[src/rtl/keypad_pkg.sv]
// Shared types and constants for the 4x4 keypad scanner.
// Latency: n/a (types, constants and pure helper functions only).
// Backpressure: n/a.
package keypad_pkg;

    localparam int NUM_ROWS = 4;
    localparam int NUM_COLS = 4;
    localparam int ROW_W    = 2;
    localparam int COL_W    = 2;
    localparam int KEY_W    = ROW_W + COL_W;

    typedef enum logic [1:0] {
        ST_SCAN     = 2'd0,
        ST_DEBOUNCE = 2'd1,
        ST_HELD     = 2'd2
    } state_t;

    // Active-low one-hot row drive for a row index.
    function automatic logic [NUM_ROWS-1:0] row_drive(input logic [ROW_W-1:0] idx);
        return ~(NUM_ROWS'(1) << idx);
    endfunction

    // Index of the lowest-numbered column reading low (0 if none).
    function automatic logic [COL_W-1:0] lowest_low(input logic [NUM_COLS-1:0] col);
        logic [COL_W-1:0] r;
        r = '0;
        for (int i = NUM_COLS - 1; i >= 0; i--) begin
            if (!col[i]) r = COL_W'(i);
        end
        return r;
    endfunction

endpackage

[src/rtl/sync_2ff.sv]
// Two-flop synchronizer for asynchronous level inputs.
// Latency: 2 clk cycles from input change to output change.
// Backpressure: none; samples every cycle.
module sync_2ff #(
    parameter int W = 4
) (
    input  logic         i_clk,
    input  logic         i_rst,
    input  logic [W-1:0] i_d,
    output logic [W-1:0] o_q
);

    logic [W-1:0] r_meta;
    logic [W-1:0] r_sync;

    // Two-stage capture; resets to all ones so an idle (pulled-up) bus reads idle.
    always_ff @(posedge i_clk or posedge i_rst) begin
        if (i_rst) begin
            r_meta <= '1;
            r_sync <= '1;
        end else begin
            r_meta <= i_d;
            r_sync <= r_meta;
        end
    end

    assign o_q = r_sync;

endmodule

[src/rtl/keypad_scanner.sv]
// 4x4 matrix keypad scanner with debounce and a one-entry valid/ready key output.
// Latency: 2-cycle COL sync, then DEBOUNCE_CYC stable cycles; key_valid one cycle after accept.
// Backpressure: a key pushed while key_valid && !key_ready is dropped and overflow pulses.
module keypad_scanner
    import keypad_pkg::*;
#(
    parameter int SCAN_DIV     = 50000,
    parameter int DEBOUNCE_CYC = 500000
) (
    input  logic                clk,
    input  logic                rst,
    output logic [NUM_ROWS-1:0] ROW,
    input  logic [NUM_COLS-1:0] COL,
    output logic [KEY_W-1:0]    key_code,
    output logic                key_valid,
    input  logic                key_ready,
    output logic                key_down,
    output logic                overflow
);

    localparam int SCAN_W = (SCAN_DIV > 1) ? $clog2(SCAN_DIV) : 1;
    localparam int DB_W   = (DEBOUNCE_CYC > 1) ? $clog2(DEBOUNCE_CYC) : 1;
    localparam logic [SCAN_W-1:0] SCAN_LAST = SCAN_W'(SCAN_DIV - 1);
    localparam logic [DB_W-1:0]   DB_LAST   = DB_W'(DEBOUNCE_CYC - 1);

    state_t              r_state;
    logic [ROW_W-1:0]    r_row_idx;
    logic [NUM_ROWS-1:0] r_row;
    logic [SCAN_W-1:0]   r_scan_cnt;
    logic [DB_W-1:0]     r_db_cnt;
    logic [COL_W-1:0]    r_cand_col;
    logic                r_key_down;
    logic [KEY_W-1:0]    r_key_code;
    logic                r_key_valid;
    logic                r_overflow;

    logic [NUM_COLS-1:0] w_col_s;
    logic [ROW_W-1:0]    w_row_next;
    logic                w_tick;
    logic                w_cand_low;
    logic                w_push;
    logic [KEY_W-1:0]    w_push_code;

    sync_2ff #(.W(NUM_COLS)) u_col_sync (
        .i_clk (clk),
        .i_rst (rst),
        .i_d   (COL),
        .o_q   (w_col_s)
    );

    assign w_row_next  = r_row_idx + 2'd1;
    assign w_tick      = (r_state == ST_SCAN) && (r_scan_cnt == SCAN_LAST);
    assign w_cand_low  = !w_col_s[r_cand_col];
    assign w_push      = (r_state == ST_DEBOUNCE) && w_cand_low && (r_db_cnt == DB_LAST);
    assign w_push_code = {r_row_idx, r_cand_col};

    // Scan / debounce / held state machine; the row stays frozen outside SCAN.
    always_ff @(posedge clk or posedge rst) begin
        if (rst) begin
            r_state    <= ST_SCAN;
            r_row_idx  <= '0;
            r_row      <= 4'b1110;
            r_scan_cnt <= '0;
            r_db_cnt   <= '0;
            r_cand_col <= '0;
            r_key_down <= 1'b0;
        end else begin
            case (r_state)
                ST_SCAN: begin
                    if (w_tick) begin
                        r_scan_cnt <= '0;
                        if (w_col_s != 4'hF) begin
                            r_cand_col <= lowest_low(w_col_s);
                            r_db_cnt   <= '0;
                            r_state    <= ST_DEBOUNCE;
                        end else begin
                            r_row_idx <= w_row_next;
                            r_row     <= row_drive(w_row_next);
                        end
                    end else begin
                        r_scan_cnt <= r_scan_cnt + 1'b1;
                    end
                end
                ST_DEBOUNCE: begin
                    if (w_cand_low) begin
                        if (r_db_cnt == DB_LAST) begin
                            r_db_cnt   <= '0;
                            r_key_down <= 1'b1;
                            r_state    <= ST_HELD;
                        end else begin
                            r_db_cnt <= r_db_cnt + 1'b1;
                        end
                    end else begin
                        // Bounce: give up on this candidate and move on.
                        r_row_idx  <= w_row_next;
                        r_row      <= row_drive(w_row_next);
                        r_scan_cnt <= '0;
                        r_state    <= ST_SCAN;
                    end
                end
                ST_HELD: begin
                    if (!w_cand_low) begin
                        if (r_db_cnt == DB_LAST) begin
                            r_db_cnt   <= '0;
                            r_key_down <= 1'b0;
                            r_row_idx  <= w_row_next;
                            r_row      <= row_drive(w_row_next);
                            r_scan_cnt <= '0;
                            r_state    <= ST_SCAN;
                        end else begin
                            r_db_cnt <= r_db_cnt + 1'b1;
                        end
                    end else begin
                        // Any low reading restarts the release window.
                        r_db_cnt <= '0;
                    end
                end
                default: r_state <= ST_SCAN;
            endcase
        end
    end

    // One-entry output register: load on push unless a stale key is still pending.
    always_ff @(posedge clk or posedge rst) begin
        if (rst) begin
            r_key_code  <= '0;
            r_key_valid <= 1'b0;
            r_overflow  <= 1'b0;
        end else begin
            r_overflow <= 1'b0;
            if (w_push) begin
                if (!r_key_valid || key_ready) begin
                    r_key_code  <= w_push_code;
                    r_key_valid <= 1'b1;
                end else begin
                    r_overflow <= 1'b1;
                end
            end else if (r_key_valid && key_ready) begin
                r_key_valid <= 1'b0;
            end
        end
    end

    assign ROW       = r_row;
    assign key_code  = r_key_code;
    assign key_valid = r_key_valid;
    assign key_down  = r_key_down;
    assign overflow  = r_overflow;

endmodule

[config.mk]
export PLATFORM = sky130hd
export DESIGN_NAME = keypad_scanner
export DESIGN_NICKNAME = d
export VERILOG_FILES = /design/src/rtl/keypad_pkg.sv /design/src/rtl/sync_2ff.sv /design/src/rtl/keypad_scanner.sv
export SDC_FILE = /design/constraint.sdc
export NUM_CORES = 1
export LEC_CHECK = 0
export CAP_MARGIN = 30
export CELL_PAD_IN_SITES_DETAIL_PLACEMENT = 0
export CELL_PAD_IN_SITES_GLOBAL_PLACEMENT = 1
export CORE_ASPECT_RATIO = 0.8
export CORE_MARGIN = 4
export CORE_UTILIZATION = 44
export CTS_BUF_LIST = sky130_fd_sc_hd__clkbuf_4
export CTS_CLUSTER_DIAMETER = 200
export DETAILED_ROUTE_END_ITERATION = 8
export PLACE_DENSITY_LB_ADDON = 0.1
export SYNTH_ARGS = -nofsm -noshare
export SYNTH_HDL_FRONTEND = slang
export SYNTH_HIERARCHICAL = 1
export SYNTH_SLANG_ARGS = --single-unit
[constraint.sdc]
create_clock -name clk -period 2.3 [get_ports clk]
set_input_delay 0.46 -clock clk [delete_from_list [all_inputs] [get_ports clk]]
set_output_delay 0.46 -clock clk [all_outputs]
set_load 0.005 [all_outputs]
==> reports/metrics.cfg <==
[die]
fp.dieH_um = 85.3
core-area_um2 = 7060
fp.dieArea_um2 = 8930
fp.dieW_um = 105
rows = 27
initial_utilization_pct = 46.6
io_pins = 18

[synth]
syn_area_per_cell_um2 = 9.87
synthArstFlopShare_pct = 100
syn_area_um2 = 3290
yosys_register_bits = 60
synth_top_area_share_pct = 37.3
yosysWarnings = 6
yosys.area.top_type = dfrtp_1
yosysSeqAreaShare_pct = 46.1
synth_edf_count = 0
synth.most_common_cell = dfrtp_1
synth_area_leaders = dfrtp_1 (37%), dfstp_2 (8.8%), ha_1 (3.8%), a221o_1 (3.0%), nand2_1 (2.9%)
yosys-top-cells-count = dfrtp_1 (49), nand2_1 (25), inv_1 (24)
synth_flop_cell = dfrtp_1
synthCells = 333
ys_types = 57
syn-num-nets = 350

[clock_network]
path_clk_slew_ps = 100
cts_buffer_depth = 2
tritoncts = built
cts-root-buf = clkbuf_4
cts-buffers-inserted = 9
clock_latency_ps = 410
cts.sink_count = 60
htreeDepth = 3

[power_and_ir_drop]
power_density_nw_per_um2 = 475
fin_total_pwr_mw = 1.86
leakagePower_nw = 1.78
irDropWorstVdd_mv = 0.286

[detailed_routing]
wl_um = 7580
post-route-drc-count = 0
num_vias = 2707
post_drt_wl_per_cell_um = 16.1
drt_iter0_markers = 162
dr.pass1.iters = 4
viasPerCell = 5.74
drtAntennaViolNets = 0

[job]
drv_cap = 0

[worst_setup_path]
r2r-start = u_col_sync/o_q[2]
critPathKind = reg -> reg
arrival_ps = 2510
worstSetupEndpointType = flop
start_kind = flop
r2r_end = r_scan_cnt[13]
ff2ff_path_depth = 6
cp_max_fo = 6
worstPathRequired_ps = 2620
worst-r2r-setup-slack_ps = 110

[global_route]
antenna_found_initial = 0
track_usage_pct = 18.1
first_global_vias = 2465
grt_max_degree = 21
grt_pass1_wl_um = 12900
gr-total-overflow = 0

[timing]
setup_viol = 0
worst_slew_pin_slew_ps = 526
hold_viol_final = 0
fin_ws_ps = 114
fin_skew_ps = 23.2
min_period_ps = 2190
slew_viol_final = 0
fmax_ghz = 0.458
max_slew_margin_pct = 64.7
layout_worst_path_cycle_share_pct = 95.0

[cells_and_area]
final_nets = 397
drive_gt1_share_pct = 21.3
area_delta_synth_final_pct = 19.0
diodes = 0

[min_path]
hold_class = in -> async

[placement]
portBuffers = 17
pre_cts_slack_ps = 126
gp_congestion = 0.810
place_hpwl_um = 5550

[outcome]
outcome = finished, final reports clean

## flip-flops by register name (all words and copies together), names as in the netlist
name,cells
u_col_sync/o_q,4
ROW,4
key_valid,1
overflow,1
key_down,1
key_code,4
r_row_idx,2
r_cand_col,2
r_state,2
u_col_sync/r_meta,4
r_scan_cnt,16
r_db_cnt,19
## placed cells by master (no fill, tap or decap), types with 12 or more instances in the layout
cell and count:
dfrtp_1 49, buf_4 31, nand2_1 25, inv_1 23, nor2_1 23, clkdlybuf4s50_1 17, o21ai_0 15, nand4_1 14
nand3_1 14, and3_1 12, a21oi_1 12
## per-stage QoR
step	cells	util [%]	hold slack (ps)	cell area, um2	setup TNS [ps]
after detailed placement	454	53.1	348	3750	0
after CTS	470	55.1	352	3890	0
after global routing	472	55.4	360	3910	-1.46
after floorplan	333	-	345	3290	0
final	472	55.4	361	3910	0
after global placement	454	53.1	347	3750	0
## how the worst max path moves through the flow
stage,from,end,slack (ps),depth (start not counted)
after floorplan,r_db_cnt[0],r_row_idx[1],180,7
after global placement,u_col_sync/o_q[1],r_scan_cnt[13],160,6
after detailed placement,u_col_sync/o_q[1],r_scan_cnt[13],130,6
after CTS,u_col_sync/o_q[1],r_scan_cnt[13],120,6
after global routing,u_col_sync/o_q[3],r_scan_cnt[13],-1,6
final,u_col_sync/o_q[2],r_scan_cnt[13],110,6
## power by group
part	internal (mW)	switching [mW]
clock	0.351	0.393
combinational	0.0152	0.0265
sequential	1.07	0.00450
## worst max-delay path, cell delays in order (launching register included)
cell and delay [ps]:
dfstp_2 560, mux4_2 320, inv_2 60, o41a_1 440, buf_4 160, or4_1 490, o21ai_0 90
## metal layers
layer	wire, um	vias up	global-route usage (%)
li1	-	1345	-
met1	4320	1283	29.7
met2	2750	72	22.7
met3	439	7	4.49
met4	75	0	4.65
met5	0	-	0
## cells by family (layout without fill, tap and decap cells)
group,after synthesis,count (layout),share of synthesized area (%)
buf+inv,39,91,5.02
flops,60,60,46.1
simple gates,130,130,22.7
fa+ha+maj,10,10,3.81
xor+xnor,1,1,0.267
compound gates,80,80,17.4
mux,13,13,4.72
## what timing repair did
item                       in CTS  in global routing
resized for setup               0                  2
hold buffers                    0                  0
buffers inserted                0                  2
setup endpoints to repair       0                  5
## final cells by class
class	instances	area, um2
fillers	624	3150
inverters	25	93.8
well taps	87	109
multi-input cells	234	1620
clock inverters	5	53.8
repair buffers	50	443
flip-flops and latches	60	1520
clock buffers	11	82.6
No activity file was read; power rests on OpenSTA's default activity.
